**src/rtl/pixel_scan_gen.sv**
```systemverilog
`default_nettype none
// ============================================================================
//  Module   : pixel_scan_gen
//  Purpose  : Raster coordinate generator. Sweeps (x, y) over a programmable
//             active area and presents each coordinate as a valid/ready beat
//             with start-of-frame and end-of-line markers. Supports
//             single-shot and continuous modes, graceful stop and a wrapping
//             frame counter.
//  Ports    : clk, rst           - clock, synchronous active-high reset
//             start, continuous  - launch control (sampled in IDLE)
//             stop               - finish current frame then go idle
//             h_active, v_active - area size, latched at each frame start
//             x, y, valid, ready - coordinate stream handshake
//             sof, eol           - frame-start / line-end markers
//             busy               - scanning in progress
//             frame_done         - one-cycle pulse after last beat of a frame
//             frame_count        - frames completed since reset (wraps)
//  Revision : 1.0  initial release
// ============================================================================
module pixel_scan_gen #(
   parameter int X_W     = 10,
   parameter int Y_W     = 10,
   parameter int FRAME_W = 16
) (
   input  logic               clk,
   input  logic               rst,
   input  logic               start,
   input  logic               continuous,
   input  logic               stop,
   input  logic [X_W-1:0]     h_active,
   input  logic [Y_W-1:0]     v_active,
   output logic [X_W-1:0]     x,
   output logic [Y_W-1:0]     y,
   output logic               valid,
   input  logic               ready,
   output logic               sof,
   output logic               eol,
   output logic               busy,
   output logic               frame_done,
   output logic [FRAME_W-1:0] frame_count
);

   typedef enum logic [0:0] {
      ST_IDLE = 1'b0,
      ST_RUN  = 1'b1
   } state_t;

   state_t               state_q, state_d;
   logic [X_W-1:0]       x_q, x_d;
   logic [Y_W-1:0]       y_q, y_d;
   logic [X_W-1:0]       h_q, h_d;
   logic [Y_W-1:0]       v_q, v_d;
   logic                 cont_q, cont_d;
   logic                 stop_pend_q, stop_pend_d;
   logic                 frame_done_q, frame_done_d;
   logic [FRAME_W-1:0]   frame_count_q, frame_count_d;

   // A zero dimension would make the frame never terminate; treat it as 1.
   logic [X_W-1:0]       w_h_lat;
   logic [Y_W-1:0]       w_v_lat;
   logic                 w_last_x;
   logic                 w_last_y;

   assign w_h_lat  = (h_active == '0) ? X_W'(1) : h_active;
   assign w_v_lat  = (v_active == '0) ? Y_W'(1) : v_active;
   assign w_last_x = (x_q == h_q - X_W'(1));
   assign w_last_y = (y_q == v_q - Y_W'(1));

   always_comb begin
      state_d       = state_q;
      x_d           = x_q;
      y_d           = y_q;
      h_d           = h_q;
      v_d           = v_q;
      cont_d        = cont_q;
      stop_pend_d   = stop_pend_q;
      frame_done_d  = 1'b0;
      frame_count_d = frame_count_q;

      case (state_q)
         ST_IDLE: begin
            // start has priority; a coincident stop is simply not looked at
            if (start) begin
               state_d     = ST_RUN;
               x_d         = '0;
               y_d         = '0;
               h_d         = w_h_lat;
               v_d         = w_v_lat;
               cont_d      = continuous;
               stop_pend_d = 1'b0;
            end
         end
         ST_RUN: begin
            if (stop) begin
               stop_pend_d = 1'b1;
            end
            if (ready) begin
               if (!w_last_x) begin
                  x_d = x_q + X_W'(1);
               end else begin
                  x_d = '0;
                  if (!w_last_y) begin
                     y_d = y_q + Y_W'(1);
                  end else begin
                     // last beat of the frame accepted
                     y_d           = '0;
                     frame_count_d = frame_count_q + FRAME_W'(1);
                     frame_done_d  = 1'b1;
                     // a stop arriving together with the last beat still counts
                     if (cont_q && !stop_pend_q && !stop) begin
                        h_d    = w_h_lat;
                        v_d    = w_v_lat;
                        cont_d = continuous;
                     end else begin
                        state_d     = ST_IDLE;
                        stop_pend_d = 1'b0;
                     end
                  end
               end
            end
         end
         default: begin
            state_d = ST_IDLE;
         end
      endcase
   end

   always_ff @(posedge clk) begin
      if (rst) begin
         state_q       <= ST_IDLE;
         x_q           <= '0;
         y_q           <= '0;
         h_q           <= X_W'(1);
         v_q           <= Y_W'(1);
         cont_q        <= 1'b0;
         stop_pend_q   <= 1'b0;
         frame_done_q  <= 1'b0;
         frame_count_q <= '0;
      end else begin
         state_q       <= state_d;
         x_q           <= x_d;
         y_q           <= y_d;
         h_q           <= h_d;
         v_q           <= v_d;
         cont_q        <= cont_d;
         stop_pend_q   <= stop_pend_d;
         frame_done_q  <= frame_done_d;
         frame_count_q <= frame_count_d;
      end
   end

   assign valid       = (state_q == ST_RUN);
   assign busy        = (state_q == ST_RUN);
   assign x           = x_q;
   assign y           = y_q;
   assign sof         = valid && (x_q == '0) && (y_q == '0);
   assign eol         = valid && w_last_x;
   assign frame_done  = frame_done_q;
   assign frame_count = frame_count_q;

endmodule
`default_nettype wire
```
**config.mk**
```make
export PLATFORM = sky130hd
export DESIGN_NAME = pixel_scan_gen
export DESIGN_NICKNAME = d
export VERILOG_FILES = /design/src/rtl/pixel_scan_gen.sv
export SDC_FILE = /design/constraint.sdc
export NUM_CORES = 1
export LEC_CHECK = 0
export CAP_MARGIN = 20
export CORE_MARGIN = 2
export CORE_UTILIZATION = 39
export DETAILED_ROUTE_END_ITERATION = 16
export SYNTH_ARGS = -nofsm -noshare
export SYNTH_HDL_FRONTEND = slang
export SYNTH_SLANG_ARGS = --single-unit
```
**constraint.sdc**
```tcl
create_clock -name clk -period 4.15 [get_ports clk]
set_clock_uncertainty 0.2 [all_clocks]
set_input_delay 0.6225 -clock clk [delete_from_list [all_inputs] [get_ports clk]]
set_output_delay 0.6225 -clock clk [all_outputs]
set_load 0.02 [all_outputs]
```
==> results.md <==
- Status: completed
- Max Cap Violations: 0
- Hold WC Path Type: reg -> reg
- Routed via count: between 3000 and 4000
- Crit-path cells: or4b_1 > or3_1 > a2111o_1 > nor4_2 > and3_1 > dlymetal6s2s_1
- Post-synth EDFFs: 0
- Num Clock Sinks: 60
- FMAX: around 270 MHz
- Int Pwr: roughly 1.0 mW
- Unrepaired setup endpoints after global routing: no
- # Post-CTS Setup Buffers: 0
- Final Hold Vio Count: 0
- Design Area, Final: approximately 0.0043 mm^2
- Post-Syn Nets: 430
- FP Rows: 33
- Post-synthesis mux area share: 0.07002
- Critical Path Fanout Max: 7
- Initial DRT Pass Iterations: 4
- CP peak stage delay: just under 500 ps
- Post-Syn Area: roughly 0.0034 mm^2
- Minimum clock period: 3760 ps
- Clk_lat worst skew: 340 ps
- Setup crit start kind: flip-flop
- Reg2reg setup slack: ~450 ps
- Reg power frac: 0.440
- Yosys warns: 0
- CTS H-tree depth: 3
- # nets final: between 400 and 500
- Reg2reg end: h_q[4]
- Leakage: around 1.5 nW
- Maximum vdd ir drop: between 150 and 200 uV
- Worst reg2reg path depth: 10
- Hpwl dp: 6293 um
- Via/cell ratio: about 5.5
- Die width: between 90 and 100 um
- Grt ovf: 0
- Clock share of power: 0.423
- Worst Path Buf+Inv: 1
- DP Area: ~0.0041 mm^2
- Post-synth cell types: between 50 and 60
- HP Start: frame_count[6]
- Switching part of the total: 0.2510
- Post-Synth XOR/XNOR Area: 0.1017
- Final Max Tran Viols: 0
- Tcrit/Tclk final: 0.9060
- CTS tree: built
- # setup viols final: 0
- Register area share after synthesis: 0.3575
- CTS buffer count: 9
- Initial antenna violation count: 0
- Setup TNS: 0 ps
- Root buffer cell: clkbuf_8
- Die footprint: ~0.0094 mm^2
- Largest net degree at the start of global routing: between 50 and 60
- R2R Path Start: h_q[0]
- Worst hold stages: 2
- GP Congestion: 0.8537
- CTS resizes: 0
- Synth async-reset ratio: 0
- Initial Util: 0.4048
- Combinational group share of total power: 0.137
- DRC: 0
- Worst Hold Path EP: frame_count[6]
- Flops & latches, synth: 60
- Clock transition at path regs: 60 ps
- Share of cells above drive strength 1: 0.07127
- IO Pins: 67
- Synth Area in Adders: 0.02607
- Vias in the first global route: roughly 3100
- Rel. slew slack: 0.4060
- Synth Area in Simple Gates: 0.2741
- Critical path capture point type: output port
- Die Y: 96.81 um
- Post-route insts no fill: about 570
- Synth top area cells: dfxtp_1 36%, xnor2_1 8.3%, nor2_1 6.3%
- Sw Pwr: between 0.3 and 0.4 mW
- CP max-delay cell: or4b_1
- Ant. Diodes: 0
- Antenna Nets Post-Route: 0
- Clk buf depth: 2
- Delay-heaviest family, CP: simple AND/OR/NAND/NOR gates
- Avg Cell Area, Syn: 8.462 um^2
- Data arrival, critical path: 2940 ps
- Worst Tran Pin Value: between 800 and 900 ps
- Placed Cells: approximately 550
- PwrDens: 322.9 mW/mm^2
- GRT Resource Usage Total: 0.1871
- Largest family of logic cells by synthesized area: simple AND/OR/NAND/NOR gates
- Mapped Cells: a little under 400
- Top-area cell type share of the netlist area: 0.3575
- Final WL: 8651 um
- Port bufs: between 60 and 70
- Detailed Route Iter0 Violations: around 120
- First-pass GRT wire length: 14750 um
- Cell taking the most area after synthesis: dfxtp_1
- Critical Path RT: around 3300 ps
- Post-synthesis compound-gate area fraction: 0.1337
- Wire per inst: 15.23 um
- Critical path class: reg -> out
- Most used DFF post-synth: dfxtp_1
- P&R area growth vs syn: 28.94%
- Core area: 0.008299 mm^2
- Hold WS: between 300 and 400 ps
- # hold bufs at CTS: 0
## worst register-to-register path, delay by kind of cell, from the launching register on
family,cells,cell delay [ps]
simple gates,4,1130
compound gates,2,910
flops,1,370
mux,1,220
buf+inv,2,440
fa+ha+maj,1,290
## worst max-delay path by stage
| stage | startpoint | to | slack (ps) | cells after the start |
|---|---|---|---|---|
| 2_1_floorplan | x[5] | y[6] | 730 | 8 |
| 3_3_place_gp | x[5] | eol | 480 | 6 |
| 3_5_place_dp | x[5] | eol | 390 | 6 |
| 4_1_cts | x[5] | eol | 20 | 6 |
| 5_1_grt | x[5] | h_q[0] | 220 | 9 |
| 6_report | x[5] | eol | 390 | 6 |
## registers in the layout (all words and copies together), names as in the netlist
name	count
x	10
frame_count	16
h_q	10
cont_q	1
v_q	10
frame_done	1
stop_pend_q	1
y	10
busy	1
## per-stage QoR
step	worst slack (ps)	total power [mW]	utilization
floorplan	732.2	0.7489	-
global placement	476.9	0.8158	0.4946
detailed placement	393.3	0.8184	0.4946
CTS	15.83	1.415	0.5216
global route	221.0	1.464	0.5219
finish	389.9	1.399	0.5219
## cells in the mapped netlist (5+ instances only)
cell type and number:
a21oi_1 19, and3_1 6, clkbuf_1 13, dfxtp_1 60, ha_1 7, inv_1 13
mux2i_1 19, nand2_1 18, nand3_1 14, nand4_1 11, nor2_1 56, nor2b_1 7
nor3_1 21, nor4_1 5, o21ai_0 12, or3_1 6, or4_1 9, xnor2_1 32
xor2_1 7
## routing by layer
layer | up-vias | global-route usage | wire, um
met4 | 0 | 0.03900 | 72
met2 | 57 | 0.3114 | 4060
met5 | - | 0 | 0
li1 | 1551 | - | -
met1 | 1487 | 0.2440 | 4115
met3 | 8 | 0.05058 | 401
## cells in the final DEF (no fill, tap or decap), types with 3 or more instances in the layout
cell type         n
or4_1             9
nand2_1          18
xnor2_1          32
nor4_1            5
and2_1            3
dfxtp_1          60
nor2_1           56
nand4_1          11
nor3_1           21
o21ai_0          12
and3_1            6
xor2_1            7
clkdlybuf4s50_1  65
ha_1              7
clkbuf_8         11
mux2i_1          19
nor4b_1           3
nand3_1          14
or3_1             6
nand2b_1          3
inv_1            13
a21oi_1          19
o31ai_1           4
mux2_2            4
buf_4             3
nor2b_1           7
## cell families after synthesis
logic type / count (synthesis)
adders and majority gates: 7
buffers and inverters: 31
and+or+nand+nor: 175
xor gates and xnor gates: 39
AOI/OAI and AO/OA: 62
DFF: 60
muxes: 23
## layout make-up
type                    instances  area (um^2)
multi-input cells             306         2041
flip-flops and latches         60         1201
well taps                     105        131.4
inverters                      13        48.80
fillers                       820         3968
clock inverters                 4        72.57
clock buffers                  11        151.4
repair buffers                 69        685.7
## power by group through the flow
stage	Sequential (mW)	Combinational (mW)	Clock, mW
global route	0.618	0.212	0.634
floorplan	0.621	0.127	0
CTS	0.615	0.192	0.608
global placement	0.627	0.188	0
detailed placement	0.628	0.190	0
finish	0.615	0.191	0.592
Power figures use the tool's default switching activity.
